**config.mk**
```make
export PLATFORM = sky130hd
export DESIGN_NAME = icache_refill_axi
export DESIGN_NICKNAME = d
export VERILOG_FILES = /design/src/rtl/icache_refill_axi_pkg.sv /design/src/rtl/icache_refill_linebuf.sv /design/src/rtl/icache_refill_axi.sv
export SDC_FILE = /design/constraint.sdc
export NUM_CORES = 1
export LEC_CHECK = 0
export ABC_AREA = 1
export CORE_ASPECT_RATIO = 1.1
export CORE_MARGIN = 1.5
export CORE_UTILIZATION = 40
export DETAILED_ROUTE_END_ITERATION = 10
export PLACE_DENSITY_LB_ADDON = 0.08
export SYNTH_ARGS = -nofsm -noshare
export SYNTH_HDL_FRONTEND = slang
export SYNTH_SLANG_ARGS = --single-unit
```
**constraint.sdc**
```tcl
create_clock -name clk -period 1.85 [get_ports clk]
set_clock_uncertainty 0.15 [all_clocks]
set_input_delay 0.185 -clock clk [delete_from_list [all_inputs] [get_ports clk]]
set_output_delay 0.185 -clock clk [all_outputs]
set_load 0.03 [all_outputs]
```
**src/rtl/icache_refill_axi_pkg.sv**
```systemverilog
// icache_refill_axi_pkg: AXI read encodings, refill FSM states and line geometry shared by the refill engine
package icache_refill_axi_pkg;
  localparam logic [1:0] BURST_FIXED = 2'b00;
  localparam logic [1:0] BURST_INCR = 2'b01;
  localparam logic [1:0] BURST_WRAP = 2'b10;
  localparam logic [2:0] SIZE_4B = 3'b010;
  localparam logic [1:0] RESP_OKAY = 2'b00;
  localparam int LINE_WORDS_DEF = 4;
  localparam int LINE_OFFSET_W = $clog2(LINE_WORDS_DEF * 4);
  typedef enum logic [1:0] {ST_IDLE, ST_AR, ST_R, ST_DONE} refill_state_t;
  function automatic int line_offset_w(input int words);
    return $clog2(words * 4);
  endfunction
endpackage

```
**src/rtl/icache_refill_linebuf.sv**
```systemverilog
// icache_refill_linebuf: line buffer where beat k lands in word (start + k) mod LINE_WORDS
module icache_refill_linebuf
  import icache_refill_axi_pkg::*;
#(
  parameter int DATA_W = 32,
  parameter int LINE_WORDS = 4,
  localparam int IW = $clog2(LINE_WORDS)
) (
  input  logic                         clk,
  input  logic                         rst,
  input  logic                         we,
  input  logic [IW-1:0]                start,
  input  logic [IW-1:0]                beat,
  input  logic [DATA_W-1:0]            wdata,
  output logic [LINE_WORDS*DATA_W-1:0] line_data
);
  logic [LINE_WORDS-1:0][DATA_W-1:0] words;
  logic [IW-1:0] slot;
  assign slot = start + beat;
  // capture each accepted beat into its rotated word slot; untouched words hold
  always_ff @(posedge clk or negedge rst)
    if (!rst) words <= '0;
    else if (we) words[slot] <= wdata;
  assign line_data = words;
endmodule

```
**src/rtl/icache_refill_axi.sv**
```systemverilog
// icache_refill_axi: I-cache miss refill over one AXI4 read burst; ICACHE_REFILL_WRAP_EN selects critical-word-first WRAP bursts
module icache_refill_axi
  import icache_refill_axi_pkg::*;
#(
  parameter int ADDR_W = 32,
  parameter int DATA_W = 32,
  parameter int LINE_WORDS = 4,
  parameter int AXI_ID = 0
) (
  input  logic                         clk,
  input  logic                         rst,
  input  logic                         req_valid,
  input  logic [ADDR_W-1:0]            req_addr,
  output logic                         req_ready,
  output logic                         req_err,
  output logic [LINE_WORDS*DATA_W-1:0] line_data,
`ifdef ICACHE_REFILL_WRAP_EN
  output logic                         crit_valid,
  output logic [DATA_W-1:0]            crit_word,
`endif
  output logic [3:0]                   arid,
  output logic [ADDR_W-1:0]            araddr,
  output logic [7:0]                   arlen,
  output logic [2:0]                   arsize,
  output logic [1:0]                   arburst,
  output logic                         arvalid,
  input  logic                         arready,
  input  logic [3:0]                   rid,
  input  logic [DATA_W-1:0]            rdata,
  input  logic [1:0]                   rresp,
  input  logic                         rlast,
  input  logic                         rvalid,
  output logic                         rready
);
  localparam int IW = $clog2(LINE_WORDS);
  localparam int OFF = line_offset_w(LINE_WORDS);
`ifdef ICACHE_REFILL_WRAP_EN
  localparam logic WRAP_EN = 1'b1;
  localparam logic [ADDR_W-1:0] ALIGN = ~ADDR_W'(3);
  localparam logic [1:0] BURST = BURST_WRAP;
`else
  localparam logic WRAP_EN = 1'b0;
  localparam logic [ADDR_W-1:0] ALIGN = ~ADDR_W'((1 << OFF) - 1);
  localparam logic [1:0] BURST = BURST_INCR;
`endif
  refill_state_t state, state_next;
  logic [ADDR_W-1:0] addr;
  logic [IW-1:0] cnt, start;
  logic abandon, err, skip, beat, take;
  logic unused;
  assign unused = ^rid;
  assign beat = state == ST_R && rvalid;
  assign take = state == ST_IDLE && req_valid && !skip;
  assign arid = 4'(AXI_ID);
  assign araddr = addr;
  assign arlen = 8'(LINE_WORDS - 1);
  assign arsize = SIZE_4B;
  assign arburst = BURST;
  // state register
  always_ff @(posedge clk or negedge rst)
    if (!rst) state <= ST_IDLE;
    else state <= state_next;
  // next state plus AXI and controller strobes decoded from the registered state
  always_comb begin
    arvalid = state == ST_AR;
    rready = state == ST_R;
    req_ready = state == ST_DONE && !abandon;
    req_err = state == ST_DONE && err && !abandon;
    state_next = state == ST_IDLE ? (take ? ST_AR : ST_IDLE) :
                 state == ST_AR   ? (arready ? ST_R : ST_AR) :
                 state == ST_R    ? (rvalid && rlast ? ST_DONE : ST_R) : ST_IDLE;
  end
  // request latch, beat counter, abandon and error tracking; skip blanks IDLE for one cycle after DONE
  always_ff @(posedge clk or negedge rst)
    if (!rst) begin
      addr <= '0;
      start <= '0;
      cnt <= '0;
      abandon <= 1'b0;
      err <= 1'b0;
      skip <= 1'b0;
    end else begin
      skip <= state == ST_DONE;
      if (take) begin
        addr <= req_addr & ALIGN;
        start <= WRAP_EN ? req_addr[OFF-1:2] : '0;
        cnt <= '0;
        abandon <= 1'b0;
        err <= 1'b0;
      end
      if ((state == ST_AR || state == ST_R) && !req_valid) abandon <= 1'b1;
      if (beat) begin
        cnt <= cnt + 1'b1;
        err <= err | (rresp != RESP_OKAY) | (rlast && cnt != IW'(LINE_WORDS - 1));
      end
    end
`ifdef ICACHE_REFILL_WRAP_EN
  // forward the first beat of each burst as the critical word
  always_ff @(posedge clk or negedge rst)
    if (!rst) begin
      crit_valid <= 1'b0;
      crit_word <= '0;
    end else begin
      crit_valid <= beat && cnt == '0;
      if (beat && cnt == '0) crit_word <= rdata;
    end
`endif
  icache_refill_linebuf #(.DATA_W(DATA_W), .LINE_WORDS(LINE_WORDS)) u_linebuf (
    .clk(clk),
    .rst(rst),
    .we(beat),
    .start(start),
    .beat(cnt),
    .wdata(rdata),
    .line_data(line_data)
  );
endmodule
```
Yosys cells after proc, flatten, opt, wreduce, memory -nomap -nowiden
Index checks and enable logic that the tools add are counted.
W data, S select, Z words.

word-level totals
  register bits after elaboration = 163
  bits of input ports = 76
  output and inout port bits = 181
  logic and storage cells = 51

operators by class
  reduce and logical (&&, ||, !) cells = 18
  order comparisons = 2
  add/sub/neg operators = 1
  equal/unequal tests = 4
  mux-type cells = 14
  bitwise gates (word level) = 2

operator list
  operator               count
  $bwmux W128            1
  $demux W32 S2          1
  $mux W32               1
  $mux W2                6
  $logic_and A1 B1 Y1    10
  $reduce_bool A2 Y1     3
  $mux W1                5
  $eq A2 B2 Y1 const B   2
  $logic_not A1 Y1       3
  $lt A2 B3 Y1 const B   1
  $add A2 B1 Y2 const B  1
  $eq A2 B1 Y1 const B   1
  $ge A2 B1 Y1 const B   1
  $logic_not A2 Y1       1
  $ne A2 B2 Y1 const B   1
  $or A1 B1 Y1           2
  $logic_or A1 B1 Y1     1

Longest topological paths before layout
  depth in word-level cells = 5
  mapped depth = 8
  gate-level depth less buffers = 8

Cells and area by module
A second synthesis with hierarchy kept.

unflattened totals
  cell total of the unflattened synthesis = 761
  area total of the unflattened synthesis = 7085.5 um2

modules (own cells, without submodules)
  module                 cells each  area an instance (um2)  sequential area each (um2)  times used
  icache_refill_linebuf  572         5262.5                  3203.1                      1
  icache_refill_axi      189         1823.0                  875.8                       1

Worst setup path before layout
OpenSTA, ideal clock, no wires.

  kind = register -> register
  start point = register state[0]
  end point = register u_linebuf.words (netlist bit u_linebuf.line_data[105])
  library setup time = 0.121 ns
  period minus slack after synthesis = 1.727 ns
  arrival = 1.456 ns
  setup slack = 0.123 ns
  path buffers = 1
  stages on the path, launching flop included = 9
  required time = 1.579 ns
  path through = dfrtp_1 > inv_1 > ha_1 > nand2_2 > inv_6 > nand2_4 > buf_6 > nand2_1 > o21ai_2

between the ends
  cells in the longest elaborated chain, start to end = 2

RTL lines
  item                           line                         RTL
  start, declared                icache_refill_axi.sv:46      refill_state_t state, state_next;
  start signal, assigned         icache_refill_axi.sv:62      else state <= state_next;
  $eq A2 B2 Y1                   n/a
  via rready                     icache_refill_axi.sv:33      output logic rready
  $logic_and A1 B1 Y1            icache_refill_axi.sv:52      assign beat = state == ST_R && rvalid;
  end signal, assigned by index  icache_refill_linebuf.sv:23  else if (we) words[slot] <= wdata;
  end, declared                  icache_refill_linebuf.sv:17  logic [LINE_WORDS-1:0][DATA_W-1:0] words;

The timed path passes the listed nets, and every way through them passes these cells.
A chain may end at the register's enable or synchronous reset.

Final worst setup path
  start point = register u_linebuf.words (netlist bit u_linebuf.line_data[86])
  end point = output port line_data[86]

RTL lines
  item           line                     RTL
  end, declared  icache_refill_axi.sv:16  output logic [LINE_WORDS*DATA_W-1:0] line_data,

No word-level cell between the ends.

==> reports/metrics.cfg <==
[clock_tree]
clk_latency_ns = 0.41
cts_tree = done
cts.sinks = 163
path_clk_slew_ns = 0.06
cts_buffer_depth = 2
cts_root_buf = clkbuf_16
h-tree-depth = 4
numCtsBuffers = 17

[yosys]
synthAdderAreaFrac = 0.0148
yosys.area_share.simple = 0.105
avgSynthCellArea_um2 = 10.6
postSynthCellCount = 638
ys_seq_elements = 163
yosysSeqAreaShare = 0.601
synth_top_family_by_area = compound AO/OA/AOI/OAI gates
synth-xor-area-share = 0
synth_cell_types = 20
yosys_warnings = 0
synth_mux_area_frac = 0
syn-cell-area_um2 = 6780
synth_compound_area_frac = 0.169

[die]
fp.dieW_um = 127
coreArea_um2 = 16500
fp.dieH_um = 140
num_io_pins = 257
dieArea_um2 = 17700
num_rows = 49
start_util = 0.411

[global_routing]
grt_antenna_before_repair = 0
track_usage = 0.188
grt_pass1_vias = 5203
grt_max_degree = 51
grt_pass1_wl_um = 26500
grt_overflow = 0

[critical_path]
cp-end-kind = output port
crit_path_start_kind = flop
crit_fanout = 2
critical_path.top_delay_family = buffers and inverters
cp.required_ns = 1.51
critPathArrivalTime_ns = 1.47
slowest_stage = clkdlybuf4s50_1
cpPeakStageDelay_ns = 0.73
crit_type = reg -> out
crit_chain = clkdlybuf4s50_1
path_buf_inv = 1

[hold_path]
hp-class = in -> async

[final_layout]
fillers = 1403
final_cell_mix = 202 x clkdlybuf4s50_1, 166 x nand2_1, 163 x dfrtp_1
num_antenna_cells = 0
mostFrequentLayoutCell = clkdlybuf4s50_1
register_area_um2 = 4080
final_core_util = 0.595
final_nets = 955
fin_cells = 1087
multi_input_area_um2 = 2040
syn_to_final_growth_pct = 44.6
layout-drive-gt1-share = 0.168

[place]
placed_cells = 1055
io_buffers = 227
gp_congestion = 0.745
hpwlAfterDp_um = 11400

[routing]
routed-wl-met3_um = 1230
drt_iter0_drc = 201
routed-wl-met2_um = 7540
viasPerCell = 4.56
vias = 4958
drc_errors = 0
antenna_left = 0
wl_met1_um = 6710
routed_wirelength_um = 15800
first_pass_iters = 6
routedWlPerCell_um = 14.5
dr.max_layer_used = met4

[timing]
post-route-period-util = 0.978
holdWs_ns = 0.141
hold_violations = 0
max_freq_mhz = 553
setup_violations = 0
finalMaxSlewViolations = 0
relSlewSlack = 0.665
rsz0062_at_grt = no
worst_slew_pin_slew_ns = 0.502
fin_tns_setup_ns = 0
min_period_ns = 1.81

[power_and_ir_drop]
ir_drop_mv = 0.802
power_density_nw_per_um2 = 1640
leakagePower_nw = 4.92

[outcome]
outcome = finished clean

[flow_run]
maxCapViolCount = 0

-- flip-flops by register name, indices dropped and copies added, names as in the netlist --
signal and count:
skip 1, state 2, err 1, abandon 1, araddr 28, cnt 2
u_linebuf.line_data 128
-- per-layer routing --
| metal | vias to the layer above | GRT usage |
|---|---|---|
| met1 | 2314 | 0.231 |
| met2 | 175 | 0.301 |
| li1 | 2448 | - |
| met5 | - | 0 |
| met3 | 21 | 0.0696 |
| met4 | 0 | 0.0748 |
-- stage by stage --
step	total power, mW	setup slack (ns)	instance area, µm²
6_report	16.1	0.0405	9810
5_1_grt	17.1	0.000114	9810
4_1_cts	16.4	0.0116	9770
3_5_place_dp	12.9	0.0816	9190
3_3_place_gp	12.8	0.119	9190
2_1_floorplan	9.75	0.123	6850
-- final timing paths --
kind	from	to	slack, ns	cells after the start
worst max-delay path	u_linebuf.line_data[86]$_DFFE_PN0P_	line_data[86]	0.04	1
worst min-delay path	rst	u_linebuf.line_data[48]$_DFFE_PN0P_	0.14	2
worst max register to register	state[0]$_DFF_PN0_	u_linebuf.line_data[30]$_DFFE_PN0P_	0.17	8
worst min register to register	u_linebuf.line_data[0]$_DFFE_PN0P_	u_linebuf.line_data[0]$_DFFE_PN0P_	0.33	2
max in group asynchronous	rst	state[1]$_DFF_PN0_	0.80	3
min in group clk	req_addr[12]	araddr[12]$_DFFE_PN0P_	0.17	3
-- Yosys cell counts --
library cell  instances  area share
buf_4                21       0.023
ha_1                  8       0.015
nand2_4               4      0.0066
nand2_2               1     0.00092
inv_1                72       0.040
buf_2                 3      0.0022
o21ai_1              39       0.029
conb_1                2      0.0011
o21ai_0              31       0.023
dfrtp_1             163        0.60
buf_6                24       0.040
nand3_1               1     0.00074
o21ai_2              90        0.12
inv_6                 1      0.0013
clkbuf_1              3      0.0017
a21oi_1               2      0.0015
nor3_1                1     0.00074
nand2_1             166       0.092
nand3_2               1      0.0015
nor2_1                5      0.0028
-- area by class of cell --
type                            count  share of cell area
Multi-Input combinational cell    370               0.208
Inverter                           73              0.0285
Timing Repair Buffer              246               0.263
Clock buffer                       22              0.0473
Sequential cell                   163               0.416
Tap cell                          204              0.0260
Clock inverter                      9              0.0108
-- cells by family (layout without fill, tap and decap cells) --
group	count (synthesis)	after routing
AOI/OAI and AO/OA	162	162
adders and majority gates	8	8
buffers and inverters	124	350
and+or+nand+nor	179	179
other	2	21
DFF	163	163
-- where the power goes --
part / total [mW] / internal [mW] / switching (mW)
clock: 3.41 / 2.05 / 1.36
combinational: 7.24 / 2.92 / 4.32
sequential: 5.47 / 4.80 / 0.677
-- what timing repair did --
action                     in CTS  in global routing
hold buffers                    1                  0
resized for setup              12                 20
hold endpoints to repair      148                  0
pin swaps                       0                  0
setup endpoints to repair       6                 24
buffers inserted                0                  0
Power figures use the tool's default switching activity.
